$ cat config.mk
export PLATFORM = sky130hd
export DESIGN_NAME = cgra_instr_sequencer
export DESIGN_NICKNAME = d
export VERILOG_FILES = /design/src/rtl/cgra_seq_pkg.sv /design/src/rtl/cgra_seq_imem.sv /design/src/rtl/cgra_instr_sequencer.sv
export SDC_FILE = /design/constraint.sdc
export NUM_CORES = 1
export LEC_CHECK = 0
export CORE_MARGIN = 4
export CORE_UTILIZATION = 29
export CTS_CLUSTER_SIZE = 16
export DETAILED_ROUTE_END_ITERATION = 10
export GPL_ROUTABILITY_DRIVEN = 0
export PLACE_DENSITY_LB_ADDON = 0.25
export SETUP_SLACK_MARGIN = 0.1
export SYNTH_ARGS = -nofsm -noshare
export SYNTH_HDL_FRONTEND = slang
export SYNTH_SLANG_ARGS = --single-unit
export TNS_END_PERCENT = 1
$ cat constraint.sdc
create_clock -name clk -period 4.2 [get_ports clk]
set_input_delay 0.84 -clock clk [delete_from_list [all_inputs] [get_ports clk]]
set_output_delay 0.84 -clock clk [all_outputs]
set_load 0.03 [all_outputs]
$ cat src/rtl/cgra_seq_pkg.sv
// Shared opcode/state encodings for the CGRA instruction sequencer.
package cgra_seq_pkg;

    localparam int OPCODE_BITS = 2;

    typedef enum logic [1:0] {
        OP_DATA = 2'b00,
        OP_JUMP = 2'b01,
        OP_LOOP = 2'b10,
        OP_HALT = 2'b11
    } opcode_e;

    typedef enum logic [1:0] {
        S_IDLE   = 2'd0,
        S_FETCH  = 2'd1,
        S_EXEC   = 2'd2,
        S_HALTED = 2'd3
    } state_e;

    function automatic opcode_e get_opcode(input logic [OPCODE_BITS-1:0] op_bits);
        return opcode_e'(op_bits);
    endfunction

endpackage

$ cat src/rtl/cgra_seq_imem.sv
// Instruction memory: one write port, one registered read port.
// A read and write to the same address in one cycle returns the old word.
module cgra_seq_imem #(
    parameter int AW = 4,
    parameter int DW = 32
) (
    input  logic          clk,
    input  logic          rst,
    input  logic          we,
    input  logic [AW-1:0] waddr,
    input  logic [DW-1:0] wdata,
    input  logic          re,
    input  logic [AW-1:0] raddr,
    output logic [DW-1:0] rdata
);

    logic [DW-1:0] mem [2**AW];

    always_ff @(posedge clk) begin
        if (we) begin
            mem[waddr] <= wdata;
        end
    end

    always_ff @(posedge clk) begin
        if (rst) begin
            rdata <= '0;
        end else if (re) begin
            rdata <= mem[raddr];
        end
    end

endmodule

$ cat src/rtl/cgra_instr_sequencer.sv
// Fetch/decode stage: reads imem at pc_count, issues DATA payloads over valid/ready,
// and resolves JUMP/LOOP/HALT by driving the external PC's load/incr strobes.
module cgra_instr_sequencer
    import cgra_seq_pkg::*;
#(
    parameter int C_WIDTH       = 4,
    parameter int C_INSTR_WIDTH = 32,
    parameter int C_LOOP_WIDTH  = 8
) (
    input  logic                     clk,
    input  logic                     rst,
    input  logic                     clken,
    input  logic                     start,
    input  logic [C_WIDTH-1:0]       start_addr,
    input  logic                     imem_we,
    input  logic [C_WIDTH-1:0]       imem_waddr,
    input  logic [C_INSTR_WIDTH-1:0] imem_wdata,
    input  logic [C_WIDTH-1:0]       pc_count,
    output logic                     pc_load,
    output logic [C_WIDTH-1:0]       pc_load_value,
    output logic                     pc_incr,
    output logic                     out_valid,
    input  logic                     out_ready,
    output logic [C_INSTR_WIDTH-3:0] out_data,
    output logic                     busy,
    output logic                     done
);

    localparam int PW = C_INSTR_WIDTH - OPCODE_BITS;

    state_e                   state, state_nxt;
    logic [C_LOOP_WIDTH-1:0]  loop_cnt, loop_cnt_nxt;
    logic                     loop_armed, loop_armed_nxt;
    logic [C_INSTR_WIDTH-1:0] instr_q;

    opcode_e                  op;
    logic [C_WIDTH-1:0]       tgt;
    logic [C_LOOP_WIDTH-1:0]  cnt;

    // The imem read register doubles as the decoded-instruction register.
    cgra_seq_imem #(
        .AW (C_WIDTH),
        .DW (C_INSTR_WIDTH)
    ) u_imem (
        .clk   (clk),
        .rst   (rst),
        .we    (imem_we),
        .waddr (imem_waddr),
        .wdata (imem_wdata),
        .re    (clken && (state == S_FETCH)),
        .raddr (pc_count),
        .rdata (instr_q)
    );

    assign op  = get_opcode(instr_q[C_INSTR_WIDTH-1 -: OPCODE_BITS]);
    assign tgt = instr_q[C_WIDTH-1:0];
    assign cnt = instr_q[C_WIDTH +: C_LOOP_WIDTH];

    always_ff @(posedge clk) begin
        if (rst) begin
            state      <= S_IDLE;
            loop_cnt   <= '0;
            loop_armed <= 1'b0;
        end else if (clken) begin
            state      <= state_nxt;
            loop_cnt   <= loop_cnt_nxt;
            loop_armed <= loop_armed_nxt;
        end
    end

    always_comb begin
        state_nxt      = state;
        loop_cnt_nxt   = loop_cnt;
        loop_armed_nxt = loop_armed;
        pc_load        = 1'b0;
        pc_load_value  = '0;
        pc_incr        = 1'b0;
        out_valid      = 1'b0;
        out_data       = '0;
        case (state)
            S_IDLE, S_HALTED: begin
                if (clken && start) begin
                    pc_load        = 1'b1;
                    pc_load_value  = start_addr;
                    loop_cnt_nxt   = '0;
                    loop_armed_nxt = 1'b0;
                    state_nxt      = S_FETCH;
                end
            end
            S_FETCH: begin
                if (clken) begin
                    state_nxt = S_EXEC;
                end
            end
            S_EXEC: begin
                case (op)
                    OP_DATA: begin
                        // Valid is held even with clken low so the PE handshake never retracts.
                        out_valid = 1'b1;
                        out_data  = instr_q[PW-1:0];
                        if (clken && out_ready) begin
                            pc_incr   = 1'b1;
                            state_nxt = S_FETCH;
                        end
                    end
                    OP_JUMP: begin
                        if (clken) begin
                            pc_load       = 1'b1;
                            pc_load_value = tgt;
                            state_nxt     = S_FETCH;
                        end
                    end
                    OP_LOOP: begin
                        if (clken) begin
                            state_nxt = S_FETCH;
                            if (!loop_armed) begin
                                if (cnt == '0) begin
                                    pc_incr = 1'b1;
                                end else begin
                                    loop_cnt_nxt   = cnt - C_LOOP_WIDTH'(1);
                                    loop_armed_nxt = 1'b1;
                                    pc_load        = 1'b1;
                                    pc_load_value  = tgt;
                                end
                            end else if (loop_cnt == '0) begin
                                loop_armed_nxt = 1'b0;
                                pc_incr        = 1'b1;
                            end else begin
                                loop_cnt_nxt  = loop_cnt - C_LOOP_WIDTH'(1);
                                pc_load       = 1'b1;
                                pc_load_value = tgt;
                            end
                        end
                    end
                    OP_HALT: begin
                        if (clken) begin
                            state_nxt = S_HALTED;
                        end
                    end
                    default: state_nxt = S_IDLE;
                endcase
            end
            default: state_nxt = S_IDLE;
        endcase
    end

    assign busy = (state == S_FETCH) || (state == S_EXEC);
    assign done = (state == S_HALTED);

endmodule
==> run summary, run 1 <==
Status -> completed
TritonCTS clock tree -> yes
Clk_lat worst skew -> 620 ps
Chip height -> 279 um
DR iter-0 viols -> 827
IO buf count -> 88
Final cell count without fillers -> 2179
Worst reg2reg path depth -> 6
Pins Over Slew Limit -> 0
Hold wc startpoint -> u_imem.rdata[28]
Cts hold-fix bufs -> 0
Synth Area in Adders -> 0.468%
Async SR Flop Fraction -> 0%
Pwr Density -> 464 mW/mm^2
Detailed Routing Iterations Pass 1 -> 5
Yosys warns -> 0
Synth cell count leaders -> edfxtp_1, mux4_2, nand2_1
Fin util -> 35.3%
Number of synthesized flops with an enable pin -> 512
Worst-path clk slew -> 60 ps
Post-route ant nets -> 0
Largest family of logic cells by synthesized area -> multiplexers
Hold Crit Endpoint -> u_imem.rdata[28]
Final setup TNS -> 0 ps
Mapped cell area -> 0.0214 sq mm
Post-synthesis register bit count -> 555
CTS Buf Count -> 59
DRC Markers -> 0
Syn Inst Count -> 1033
Mux contribution to synthesized area -> 15.3%
Number of distinct library cells after synthesis -> 48
Initial antenna violation count -> 2
Core ar. -> 0.0730 sq mm
Clock Path Buffers -> 3
Endpoints failing setup -> 0
Wirelength per Cell -> 24.3 um
Area contributors post-synth -> edfxtp_1, mux4_2, dfxtp_1
Peak Freq -> 256 MHz
Syn nets -> 1091
Die area -> 0.0781 sq mm
Static Leak -> 8.08 nW
Clk root buf -> clkbuf_16
Area grow syn2layout -> 20.6%
Worst hold path depth -> 2
Largest net degree at the start of global routing -> 53
Crit path DAT -> 3070 ps
Layout Nets -> 1226
Min Tclk post-route -> 3910 ps
Leading area contributor after synthesis -> edfxtp_1
Max_cap viols -> 0
Clock Sinks -> 555
Drt total wl -> 52.9 mm
Worst Setup Start Kind -> register
Initial Util -> 29.3%
Rows -> 99
CP endpoint kind -> output pin
Slew @ Worst Pin -> 861 ps
Post-Place Cells -> 2066
Unrepaired setup endpoints after global routing -> no
VDD IR max -> 0.000310 V
Post-CTS Resized -> 0
Metal3 WL -> 2.58 mm
Worst Path Class, Setup -> register to output pin
Hold WC Path Type -> register to register
Worst R2R Start -> state[0]
Post-Synth XOR/XNOR Area -> 0.164%
Post-synthesis simple-gate area fraction -> 3.31%
Most frequent cell after synthesis -> edfxtp_1
Crit path required time -> 3360 ps
Setup Fix Bufs, Post-CTS -> 0
Dominant synthesized flop cell -> edfxtp_1
# H-tree levels -> 2
Vias in the first global route -> 11.2k
Complex-gate fraction of the synthesized area -> 3.43%
Vias per cell -> 4.90
Layout cells sized above 1 -> 23.8%
Crit Path Max Fanout -> 17
Final hold vios -> 0
Via count -> 10.7k
Power, Total -> 11.9 mW
Gr ovfl total -> 0
Fill cells -> 6726
Number of I/O pins -> 89
Detailed Place HPWL -> 29.9 mm
Die X -> 279 um
Final Cycle Share -> 93.1%
Max Used Layer -> met5
Max-slew headroom -> 42.6%
Skew final -> 13.3 ps
Yosys top cell area share -> 72.0%
R2r setup slk -> 1710 ps
Met1 wire length -> 24.4 mm
Met2 wire len -> 25.1 mm
First-pass GRT wire length -> 77.5 mm
FF-to-FF End -> loop_cnt[1]
Syn_area_per_cell -> 20.7 sq um
Sequential share of the synthesized area -> 76.0%
Gr usage total -> 13.4%
final cells by class:
type                       count  area [sq um]  share of cell area [%]
sequential                   555         16200                    63.0
multi-input combinational    411          4990                    19.4
clock buffer                  78          1640                    6.36
timing repair buffer         127          1320                    5.14
tap                          959          1200                    4.66
clock inverter                34           318                    1.23
inverter                      14          52.6                   0.204
antenna                        1          2.50                 0.00971
worst max path at each step:
stage,from,to,slack (ps),cells after the start
floorplan,imem_waddr[2],u_imem.mem[0][0],180,2
global placement,clken,pc_load_value[3],810,4
detailed placement,clken,pc_load_value[3],820,4
CTS,loop_armed,pc_load_value[2],260,5
global route,loop_armed,pc_load_value[0],120,5
finish,loop_armed,pc_load_value[3],290,5
cell families after synthesis:
family,after synthesis
AND/OR/NAND/NOR,136
XOR/XNOR,4
multiplexers,167
adder cells (fa/ha/maj),8
buffers and inverters,67
flip-flops,555
AO/OA/AOI/OAI,96
flip-flops by register name, indices dropped and copies added (netlist names):
register,count
loop_cnt,8
state,2
u_imem.rdata,32
loop_armed,1
u_imem.mem,512
critical path: stages (launching register included):
cell	delay, ps
dfxtp_1	530
nor4_1	570
nand3_1	260
a32oi_2	370
o31ai_1	120
clkdlybuf4s50_1	600
power breakdown:
group	switching [mW]	total [mW]	internal, mW
clock network	2.14	5.14	3.00
registers	0.0348	6.19	6.16
logic	0.359	0.618	0.259
total	2.53	11.9	9.41
per-layer routing:
| layer | vias up | global-route usage (%) |
|---|---|---|
| met2 | 277 | 21.7 |
| met4 | 2 | 2.97 |
| met1 | 5737 | 19.2 |
| met5 | - | 0 |
| met3 | 62 | 2.23 |
| li1 | 4607 | - |
placed cells by master (no fill, tap or decap), types with 12 or more instances in the layout:
master	n
nand2_1	49
clkbuf_16	59
edfxtp_1	512
buf_12	12
and3_1	29
clkinv_2	12
buf_4	27
dfxtp_1	43
clkdlybuf4s50_1	85
inv_1	13
mux2i_1	39
a22oi_1	32
nor2_4	12
mux4_2	128
o211ai_1	38
per-stage QoR:
step	cell area [sq um]	worst slack (ps)	hold WS, ps
6_report	25800	291	463
3_3_place_gp	23800	814	446
2_1_floorplan	21400	180	434
3_5_place_dp	23800	824	451
4_1_cts	25800	264	464
5_1_grt	25800	116	487
(Power assumes the default switching activity.)
==> run 2: changes to the inputs <==
--- a/config.mk
+++ b/config.mk
@@ -5,6 +5,7 @@
 export SDC_FILE = /design/constraint.sdc
 export NUM_CORES = 1
 export LEC_CHECK = 0
+export CAP_MARGIN = 15
 export CORE_MARGIN = 4
 export CORE_UTILIZATION = 29
 export CTS_CLUSTER_SIZE = 16
==> results of run 2 <==
The final DEF is identical to that of run 1; final timing and power are the same.
==> run 3: changes to the inputs <==
--- a/config.mk
+++ b/config.mk
@@ -11,7 +11,7 @@
 export CTS_CLUSTER_SIZE = 16
 export DETAILED_ROUTE_END_ITERATION = 10
 export GPL_ROUTABILITY_DRIVEN = 0
-export PLACE_DENSITY_LB_ADDON = 0.25
+export PLACE_DENSITY = 0.48
 export SETUP_SLACK_MARGIN = 0.1
 export SYNTH_ARGS = -nofsm -noshare
 export SYNTH_HDL_FRONTEND = slang
==> run summary, run 3 (same netlist as run 1, synthesis figures left out) <==
Status -> completed
Area grow syn2layout -> 19.5%
Largest net degree at the start of global routing -> 57 (+7.5%)
Post-CTS Resized -> 0 (unchanged)
Top reg by flops -> u_imem.mem
Cells along the critical path -> nor4_1 -> nand3_1 -> a21boi_0 -> o21a_1 -> clkdlybuf4s50_1
Top flop regs -> u_imem.mem x512, u_imem.rdata x32, loop_cnt x8
First-pass GRT wire length -> 76.5 mm (-1.2%)
Core ar. -> 0.0730 sq mm (unchanged)
Max stage delay on crit path -> 660 ps (+60 ps)
Cts hold-fix bufs -> 0 (unchanged)
VDD IR max -> 0.000279 V (-9.8%)
M2 GR Usage -> 20.1% (-1.6 points)
Pins Over Slew Limit -> 0 (unchanged)
Clk_lat worst skew -> 610 ps (about the same)
Endpoints failing setup -> 0 (unchanged)
Multi-input gate area in the final layout -> 0.00499 sq mm (unchanged)
Chip height -> 279 um (unchanged)
Number of I/O pins -> 89 (unchanged)
Crit path required time -> 3360 ps (about the same)
Final setup TNS -> 0 ps (unchanged)
Logic pwr share -> 5.2% (about the same)
Hold WC Path Type -> register to register
Sw Share -> 21.0% (-0.22 points)
Slew @ Worst Pin -> 831 ps (-29.9 ps)
Internal power -> 9.22 mW (-2.1%)
Pwr Density -> 457 mW/mm^2 (-1.5%)
Grt met1 use -> 19.9% (+0.74 points)
Worst setup margin -> 285 ps (-5.41 ps)
Worst slack, placed -> 592 ps (-232 ps)
Via count -> 10.5k (-1.5%)
Detailed Routing Iterations Pass 1 -> 4 (-1)
Power, Total -> 11.7 mW (-2.3%)
Top Usage Layer GRT -> met2
Crit Path Max Fanout -> 17 (unchanged)
Crit path DAT -> 3070 ps (about the same)
Most frequent cells in the layout -> edfxtp_1, mux4_2, clkdlybuf4s50_1
Fin util -> 35.0% (-0.30 points)
Worst Path Class, Setup -> register to output pin
Die X -> 279 um (unchanged)
Post-Place Cells -> 2066 (unchanged)
CP max-delay cell -> clkdlybuf4s50_1
Detailed Place HPWL -> 27.6 mm (-7.6%)
Fill cells -> 6774 (+0.71%)
Gr ovfl total -> 0 (unchanged)
Worst-path clk slew -> 60 ps (about the same)
CTS Buf Count -> 57 (-3.4%)
DRC Markers -> 0 (unchanged)
Final hold vios -> 0 (unchanged)
Largest register FFs -> 512 (unchanged)
TritonCTS clock tree -> yes
Clk pwr share -> 41.8% (-1.2 points)
CP endpoint kind -> output pin
Clock Sinks -> 555 (unchanged)
Max_cap viols -> 0 (unchanged)
Net switching power -> 2.45 mW (-3.3%)
Reg power frac -> 53.1% (+1.3 points)
M3 GR Usage -> 2.09% (-0.14 points)
Worst Setup Start Kind -> register
Skew final -> 19.9 ps (+6.56 ps)
Die area -> 0.0781 sq mm (unchanged)
Wirelength per Cell -> 23.8 um (-2.1%)
Static Leak -> 8.00 nW (-1.0%)
DR iter-0 viols -> 822 (-0.60%)
Layout Nets -> 1224 (-0.16%)
Max-slew headroom -> 44.6% (+2.0 points)
Min Tclk post-route -> 3910 ps (+5.41 ps)
Drt total wl -> 51.7 mm (-2.3%)
Final Cycle Share -> 93.2% (+0.13 points)
Setup Fix Bufs, Post-CTS -> 0 (unchanged)
Clk root buf -> clkbuf_16
Unrepaired setup endpoints after global routing -> no
Vias per cell -> 4.84 (-1.3%)
Clock Path Buffers -> 3 (unchanged)
Post-route ant nets -> 0 (unchanged)
Final cell count without fillers -> 2175 (-0.18%)
Initial antenna violation count -> 3 (+1)
IO buf count -> 88 (unchanged)
Worst path bufs/invs -> 1 (unchanged)
Layout cells sized above 1 -> 22.8% (-0.97 points)
Rows -> 99 (unchanged)
Worst path top cell family by delay -> simple AND/OR/NAND/NOR gates
Gr usage total -> 13.2% (-0.19 points)
Initial Util -> 29.3% (unchanged)
# H-tree levels -> 2 (unchanged)
Peak Freq -> 255 MHz (-0.14%)
Vias in the first global route -> 11.2k (-0.29%)
Register area -> 0.0162 sq mm (unchanged)
Commonest non-fill, non-tap cell in the layout -> edfxtp_1
run 3: metal layers:
layer,vias up,routed length (um)
met5,-,0
met4,0,977
met3,67,2160
met2,223,23500
met1,5638,25000
li1,4595,-
run 3: through the flow:
stage,cell area [sq um],hold WS [ps]
final,25500,462
after global placement,23700,446
after global routing,25500,492
after floorplan,21400,434
after detailed placement,23700,454
after CTS,25500,466
run 3: layout make-up:
cell class              count  area share, %
flip-flops and latches    555           63.6
inverters                  14          0.206
clock buffers              84           6.38
well taps                 959           4.70
multi-input cells         411           19.5
clock inverters            23          0.745
diodes                      2         0.0196
repair buffers            127           4.84
run 3: worst register-to-register path, cell delays in order, from the launching register on:
cell     delay (ps)
dfxtp_1         780
nor4_1          220
and4_1          300
nor3_1          660
o32ai_1         190
run 3: path summary, 6_finish.rpt:
kind	startpoint	to	slack, ps	cells past startpoint
max	loop_armed	pc_incr	290	5
min	u_imem.rdata[25]	u_imem.rdata[25]	460	2
max reg2reg	loop_armed	loop_cnt[1]	1890	4
min reg2reg	u_imem.rdata[25]	u_imem.rdata[25]	460	2
run 3: power by group through the flow:
stage	Combinational (mW)	Clock, mW	Sequential (mW)
after detailed placement	0.617	0	6.31
after floorplan	0.345	0	6.30
after CTS	0.618	5.03	6.19
final	0.603	4.87	6.19
after global routing	0.658	5.27	6.20
after global placement	0.608	0	6.30
